$ cat src/rtl/ysyx_24100005_pkg.sv
// Shared definitions for the instruction fetch unit: state encoding, reset PC
// and the fixed instruction length used to advance the PC.
package ysyx_24100005_pkg;

  localparam logic [31:0] RESET_PC_DEFAULT = 32'h8000_0000;
  localparam logic [31:0] ILEN             = 32'd4;

  typedef enum logic [1:0] {
    IFU_IDLE = 2'd0,
    IFU_REQ  = 2'd1,
    IFU_WAIT = 2'd2,
    IFU_HOLD = 2'd3
  } ifu_state_e;

  function automatic logic is_word_aligned(input logic [31:0] addr);
    return addr[1:0] == 2'b00;
  endfunction

endpackage

$ cat src/rtl/ysyx_24100005_ifu.sv
// Instruction fetch unit: owns the PC, issues one word fetch at a time and holds
// the fetched instruction on a valid/ready port until the core takes it.
module ysyx_24100005_ifu
  import ysyx_24100005_pkg::*;
#(
  parameter logic [31:0] RESET_PC = RESET_PC_DEFAULT,
  parameter int unsigned XLEN     = 32
) (
  input  logic            clk,
  input  logic            rst,
  output logic            imem_req_valid,
  input  logic            imem_req_ready,
  output logic [XLEN-1:0] imem_req_addr,
  input  logic            imem_rsp_valid,
  input  logic [XLEN-1:0] imem_rsp_data,
  input  logic            imem_rsp_err,
  output logic            inst_valid,
  input  logic            inst_ready,
  output logic [XLEN-1:0] inst,
  output logic [XLEN-1:0] inst_pc,
  output logic            inst_fault,
  input  logic            redirect_valid,
  input  logic [XLEN-1:0] redirect_pc
);

  ifu_state_e      state_q, state_d;
  logic [XLEN-1:0] pc_q, pc_d;
  logic [XLEN-1:0] inst_q, inst_d;
  logic [XLEN-1:0] inst_pc_q, inst_pc_d;
  logic            inst_fault_q, inst_fault_d;
  logic            discard_q, discard_d;

  logic            pc_aligned;
  logic            req_fire;

  assign pc_aligned     = is_word_aligned(pc_q);
  assign imem_req_valid = (state_q == IFU_REQ) && pc_aligned;
  assign imem_req_addr  = pc_q;
  assign req_fire       = imem_req_valid && imem_req_ready;

  assign inst_valid     = (state_q == IFU_HOLD);
  assign inst           = inst_q;
  assign inst_pc        = inst_pc_q;
  assign inst_fault     = inst_fault_q;

  always_comb begin
    // NOTE: every _d signal gets its hold value first, so no path can leave one
    // unassigned and infer a latch.
    state_d      = state_q;
    pc_d         = pc_q;
    inst_d       = inst_q;
    inst_pc_d    = inst_pc_q;
    inst_fault_d = inst_fault_q;
    discard_d    = discard_q;

    unique case (state_q)
      IFU_IDLE: begin
        state_d = IFU_REQ;
        if (redirect_valid) pc_d = redirect_pc;
      end

      IFU_REQ: begin
        if (redirect_valid) begin
          pc_d = redirect_pc;
          // A handshake this cycle already went out to the old address.
          if (req_fire) begin
            discard_d = 1'b1;
            state_d   = IFU_WAIT;
          end
        end else if (!pc_aligned) begin
          inst_d       = '0;
          inst_pc_d    = pc_q;
          inst_fault_d = 1'b1;
          state_d      = IFU_HOLD;
        end else if (req_fire) begin
          state_d = IFU_WAIT;
        end
      end

      IFU_WAIT: begin
        if (redirect_valid) begin
          pc_d = redirect_pc;
          if (imem_rsp_valid) begin
            discard_d = 1'b0;
            state_d   = IFU_REQ;
          end else begin
            discard_d = 1'b1;
          end
        end else if (imem_rsp_valid) begin
          if (discard_q) begin
            discard_d = 1'b0;
            state_d   = IFU_REQ;
          end else begin
            inst_d       = imem_rsp_err ? '0 : imem_rsp_data;
            inst_pc_d    = pc_q;
            inst_fault_d = imem_rsp_err;
            state_d      = IFU_HOLD;
          end
        end
      end

      IFU_HOLD: begin
        // Redirect wins over a simultaneous consume; the held word is dropped.
        if (redirect_valid) begin
          pc_d    = redirect_pc;
          state_d = IFU_REQ;
        end else if (inst_ready) begin
          pc_d    = pc_q + ILEN;
          state_d = IFU_REQ;
        end
      end

      default: state_d = IFU_IDLE;
    endcase
  end

  // NOTE: registers update with non-blocking assignments so every flop samples
  // the pre-edge values; the combinational block above uses blocking ones.
  always_ff @(posedge clk) begin
    if (rst) begin
      state_q      <= IFU_IDLE;
      pc_q         <= RESET_PC;
      inst_q       <= '0;
      inst_pc_q    <= '0;
      inst_fault_q <= 1'b0;
      discard_q    <= 1'b0;
    end else begin
      state_q      <= state_d;
      pc_q         <= pc_d;
      inst_q       <= inst_d;
      inst_pc_q    <= inst_pc_d;
      inst_fault_q <= inst_fault_d;
      discard_q    <= discard_d;
    end
  end

endmodule
$ cat config.mk
export PLATFORM = sky130hd
export DESIGN_NAME = ysyx_24100005_ifu
export DESIGN_NICKNAME = d
export VERILOG_FILES = /design/src/rtl/ysyx_24100005_pkg.sv /design/src/rtl/ysyx_24100005_ifu.sv
export SDC_FILE = /design/constraint.sdc
export NUM_CORES = 1
export LEC_CHECK = 0
export BUFFER_PORTS_ARGS = -buffer_cell sky130_fd_sc_hd__buf_2
export CAP_MARGIN = 10
export CORE_ASPECT_RATIO = 2
export CORE_MARGIN = 4
export CORE_UTILIZATION = 25
export DETAILED_ROUTE_END_ITERATION = 10
export PLACE_DENSITY_LB_ADDON = 0.05
export SYNTH_ARGS = -nofsm -noshare
export SYNTH_HDL_FRONTEND = slang
export SYNTH_SLANG_ARGS = --single-unit
$ cat constraint.sdc
create_clock -name clk -period 2.2 [get_ports clk]
set_input_delay 0.11 -clock clk [delete_from_list [all_inputs] [get_ports clk]]
set_output_delay 0.11 -clock clk [all_outputs]
set_load 0.1 [all_outputs]
; Word level (Yosys, flattened, before mapping)
; Cells that the tools add are included.
[word_totals]
regBits = 100
latch_bits = 0
mem_bits_rw = 0
rom_bits = 0
in_bits = 71
out_inout_bits = 99
elab_cells = 69
memories = 0
[op_classes]
add_sub_neg = 1
mul = 0
div = 0
magnitude_cmp = 0
eq_ne = 13
n_shift = 0
muxes = 39
n_bitwise = 0
reduce_logical = 10
[op_table]
columns = operator, n
row1 = 32-bit two-way mux, 14
row2 = 32-bit case mux with 2 select lines, 3
row3 = 32-bit by 3-bit adder with 32-bit output (second input constant), 1
row4 = 2-bit two-way mux, 9
row5 = 2-bit != test (second input constant), 7
row6 = 1-bit two-way mux, 10
row7 = 2-bit case mux with 4 select lines, 1
row8 = 6-bit AND reduction, 1
row9 = 2-bit equality test (second input constant), 2
row10 = 2-bit zero test, 2
row11 = 1-bit case mux with 2 select lines, 2
row12 = 2-bit AND reduction, 2
row13 = 4-bit AND reduction, 1
row14 = 3-bit by 1-bit != test with 1-bit output (second input constant), 1
row15 = 3-bit != test (second input constant), 1
row16 = 3-bit OR reduction, 1
row17 = 2-bit by 1-bit equality test with 1-bit output (second input constant), 1
row18 = 1-bit logical AND, 2
row19 = 2-bit by 1-bit != test with 1-bit output (second input constant), 1
row20 = 2-bit nonzero test, 1

; Longest topological paths before layout
[logic_depth]
depth_word = 7
depth_mapped = 9
ltp_nobuf = 7

; Worst setup path after synthesis
; OpenSTA, ideal clock, no wires.
[synth_path]
path_type = reg-to-reg
start = register pc_q[1], in the netlist imem_req_addr[1]
end = register inst_pc_q[10], in the netlist inst_pc[10]
setup_time_ns = 0.070
arrival_time_ns = 4.201
required_ns = 2.130
slack_ns = -2.072
stages_incl_launch_ff = 7
path_buffers = 1
synth_period_minus_slack_ns = 4.272
path_cell_list = dfxtp_1 -> nor3b_1 -> nor2_1 -> o21ai_1 -> clkbuf_1 -> nand2_1 -> a21oi_1
[synth_via]
elab_chain_cells = 3
[synth_rtl]
columns = element, line
row1 = from (decl), ysyx_24100005_ifu.sv:27  ; logic [XLEN-1:0] pc_q, pc_d;
row2 = from (signal assigned), ysyx_24100005_ifu.sv:129  ; pc_q <= pc_d;
row3 = 2-bit zero test, ysyx_24100005_pkg.sv:16  ; return addr[1:0] == 2'b00;
row4 = 2-bit != test (no source line), n/a
row5 = 6-bit AND reduction (no source line), n/a
row6 = to (signal assigned), ysyx_24100005_ifu.sv:131  ; inst_pc_q <= inst_pc_d;
row7 = to (decl), ysyx_24100005_ifu.sv:29  ; logic [XLEN-1:0] inst_pc_q, inst_pc_d;
; No other way between the ends.
; A chain may end at the register's enable or synchronous reset.

; Worst setup path after layout
[layout_path]
start = register pc_q[2], in the netlist imem_req_addr[2]
end = register pc_q[22], in the netlist imem_req_addr[22]
[layout_via]
elab_chain_cells = 4
[layout_rtl]
columns = element, line
row1 = 32-bit by 3-bit adder with 32-bit output, ysyx_24100005_ifu.sv:108  ; pc_d = pc_q + ILEN;
row2 = 32-bit two-way mux, ysyx_24100005_ifu.sv:107  ; end else if (inst_ready) begin
row3 = 32-bit two-way mux, ysyx_24100005_ifu.sv:104  ; if (redirect_valid) begin
row4 = 32-bit case mux with 2 select lines, ysyx_24100005_ifu.sv:56  ; unique case (state_q)
; No other way between the ends. The select of a mux whose other input is x is not followed.

==> flow_metrics.env <==
export IMPL_comb_power_share_pct=25.5
export IMPL_numCtsBuffers=9
export IMPL_htreeDepth=3
export IMPL_critPathSlowestCell="or4_1"
export IMPL_p_int_mw=3.219
export IMPL_min_path_cells=3
export IMPL_dp_hpwl_um=11890
export IMPL_crit_fanout=6
export IMPL_max_stage_delay_ps=640
export IMPL_yosysSeqAreaShare_pct=46.34
export IMPL_critPathArrivalTime_ps=2230
export IMPL_clkSinkCount=100
export IMPL_p_leak_nw=2.541
export IMPL_cts_root_buf="clkbuf_16"
export IMPL_die_y_um=193.9
export IMPL_timing_rr_start="imem_req_addr[2]"
export IMPL_coreArea_um2=16850
export IMPL_slew_headroom_pct=52.39
export IMPL_grt_max_degree=65
export IMPL_grt_overflow_total=0
export IMPL_pwr_share_clk_pct=34.6
export IMPL_power_switching_mw=1.778
export IMPL_power_density_nw_per_um2=816.8
export IMPL_yosys_warnings=0
export IMPL_ctsResizeCount=0
export IMPL_ys_flop_type="dfxtp_1"
export IMPL_fmax_mhz=494.5
export IMPL_drt_vias_per_instance=4.803
export IMPL_crit_path_cell_trace="ha_1 > nand4_4 > or4_1 > o21a_1 > o21ai_0 > a21oi_1"
export IMPL_worst_hold_slack_ps=19.25
export IMPL_reg2reg_depth=6
export IMPL_ioPinCount=170
export IMPL_min_from="redirect_pc[5]"
export IMPL_finalHoldViolations=0
export IMPL_seq_power_share_pct=39.9
export IMPL_tritoncts="yes"
export IMPL_critPathRequiredTime_ps=2410
export IMPL_first_global_vias=4629
export IMPL_path_buf_inv=0
export IMPL_final_nets=804
export IMPL_path_clk_slew_ps=70
export IMPL_rsz0062_at_grt="no"
export IMPL_p_sw_share_pct=35.58
export IMPL_insertion_delay_ps=350
export IMPL_final_antenna_net_count=0
export IMPL_io_buffers=169
export IMPL_crit_start="imem_req_addr[2]"
export IMPL_critPathTopFamily="simple AND/OR/NAND/NOR gates"
export IMPL_vias=4520
export IMPL_cp_end_kind="flip-flop"
export IMPL_dieArea_um2=19580
export IMPL_setup_slack_ps=177.6
export IMPL_period_needed_ps=2022
export IMPL_dp_slack_ps=164.3
export IMPL_wl_per_cell_um=17.08
export IMPL_crit_end="imem_req_addr[22]"
export IMPL_period_share_pct=91.93
export IMPL_async_reset_ff_share_pct=0
export IMPL_synth_edf_count=0
export IMPL_drv_slew=0
export IMPL_hp_class="primary input to flip-flop"
export IMPL_grt_pass1_wl_um=25450
export IMPL_setup_violations=0
export IMPL_vdd_drop_max_mv=0.3326
export IMPL_ys_top_cells_by_area="dfxtp_1 46%, nand2_1 10%, a21oi_1 9.2%"
export IMPL_antenna_diode_count=0
export IMPL_rows=67
export IMPL_r2r_slack_ps=180
export IMPL_gp_congestion=0.7383
export IMPL_synth_seq_cells=100
export IMPL_tightest_slew_ps=714.2
export IMPL_drc=0
export IMPL_clock_skew_ps=8.007
export IMPL_regToRegEndpoint="imem_req_addr[22]"
export IMPL_syn_area_um2=4320
export IMPL_status="finished clean"
export IMPL_antenna_found_initial=0
export IMPL_syn_avg_cell_area_um2=7.971
export IMPL_crit_type="flip-flop to flip-flop"
export IMPL_synth_distinct_cells=52
export IMPL_die_width_um=101.0
export IMPL_routed_wl_um=16070
export IMPL_start_util_pct=25.64
export IMPL_first_iter_violations=139
export IMPL_crit_cells=6
export IMPL_critPathLaunchType="flip-flop"
export IMPL_synth_cells=542
export IMPL_utilization_pct=36.30
export IMPL_syn_nets=617
export IMPL_synth_top_area_share_pct=46.34
export IMPL_drive_gt1_share_pct=33.51
export IMPL_cts_buffer_depth=2
export IMPL_grt_use_total_pct=16.62
export IMPL_drtPass1Iterations=4
export IMPL_synthToLayoutAreaGrowth_pct=41.59
export IMPL_cap_violations=0
export IMPL_yosys_area_top_type="dfxtp_1"
-- how the worst min path moves through the flow --
stage	endpoint
global placement	imem_req_addr[3]
finish	imem_req_addr[5]
detailed placement	imem_req_addr[4]
floorplan	discard_q
global route	inst[0]
CTS	inst[0]
-- stage by stage --
step / TNS, ps / total power [mW] / instances / instance area [um2]
global placement: 0 / 3.281 / 897 / 5518
global route: 0 / 5.232 / 941 / 6117
finish: 0 / 4.996 / 941 / 6117
CTS: 0 / 5.086 / 941 / 6117
floorplan: -889.7 / 2.995 / 542 / 4468
detailed placement: 0 / 3.290 / 897 / 5518
-- cell families (layout without fill, tap and decap cells) --
group | count (synthesis) | in the layout | share of synthesized area (%)
muxes | 4 | 4 | 0.9268
adders and majority gates | 4 | 4 | 1.158
DFF | 100 | 100 | 46.34
xor gates and xnor gates | 16 | 16 | 3.243
AOI/OAI and AO/OA | 129 | 129 | 17.98
buffers and inverters | 53 | 245 | 5.155
and+or+nand+nor | 236 | 236 | 25.20
-- per-layer routing --
metal  track usage, %  share of wire [%]  up-vias
met5                0                  0        -
met4            5.325                1.6        0
met3            3.529                5.0       10
met2            31.96                 57      121
met1            17.24                 36     2112
li1                 -                  -     2277
-- sequential cells by signal, summed over array words and instances, names as in the netlist --
register,count
inst,32
imem_req_addr,32
inst_pc,32
discard_q,1
inst_fault,1
state_q,2
-- worst register-to-register path, cell delays in order, from the launching register on --
cell	delay [ps]
dfxtp_4	380
ha_1	260
nand4_4	120
or4_1	640
o21a_1	230
o21ai_0	170
a21oi_1	80
-- synth_stat cells, drive strengths merged, types with 2 or more instances --
| cell type | number |
|---|---|
| a2111oi | 6 |
| a211o | 2 |
| a211oi | 13 |
| a21oi | 79 |
| a311oi | 7 |
| and3 | 3 |
| and4 | 4 |
| buf | 11 |
| clkbuf | 26 |
| dfxtp | 100 |
| ha | 4 |
| inv | 15 |
| mux2i | 4 |
| nand2 | 119 |
| nand2b | 2 |
| nand3 | 42 |
| nand4 | 9 |
| nor2 | 27 |
| nor3 | 11 |
| nor4 | 11 |
| o21a | 3 |
| o21ai | 9 |
| o21bai | 2 |
| o31a | 2 |
| or3 | 3 |
| xnor2 | 12 |
| xor2 | 4 |
-- cells in the final DEF, fill, tap and decap left out, drive strengths merged, types with 3 or more instances in the layout --
cell type | synthesis | routed
buf | 11 | 186
nor4 | 11 | 11
o21a | 3 | 3
and4 | 4 | 4
a311oi | 7 | 7
ha | 4 | 4
or3 | 3 | 3
a21oi | 79 | 79
clkbuf | 26 | 12
mux2i | 4 | 4
nand4 | 9 | 9
nand2 | 119 | 119
inv | 15 | 15
xnor2 | 12 | 12
a2111oi | 6 | 6
nor3 | 11 | 11
dfxtp | 100 | 100
o21ai | 9 | 9
nor2 | 27 | 27
and3 | 3 | 3
nand3 | 42 | 42
a211oi | 13 | 13
xor2 | 4 | 4
dlygate4sd3 | 0 | 28
-- what timing repair did --
item	CTS	global route
hold buffers	28	0
buffers inserted	0	0
hold endpoints to repair	28	0
-- power by group through the flow --
stage                     combinational, mW  sequential (mW)  clock (mW)
after floorplan                       0.421             2.57           0
after global placement                 1.25             2.03           0
after detailed placement               1.25             2.04           0
after CTS                              1.29             2.00        1.80
after global routing                   1.35             2.01        1.87
final                                  1.27             1.99        1.73
-- layout make-up --
class	instances	area [um2]
fillers	1812	10730
flip-flops and latches	100	2047
inverters	15	56.30
clock buffers	12	246.5
multi-input cells	389	2155
well taps	207	259.0
clock inverters	4	72.57
repair buffers	214	1281
No activity file was read; power rests on OpenSTA's default activity.
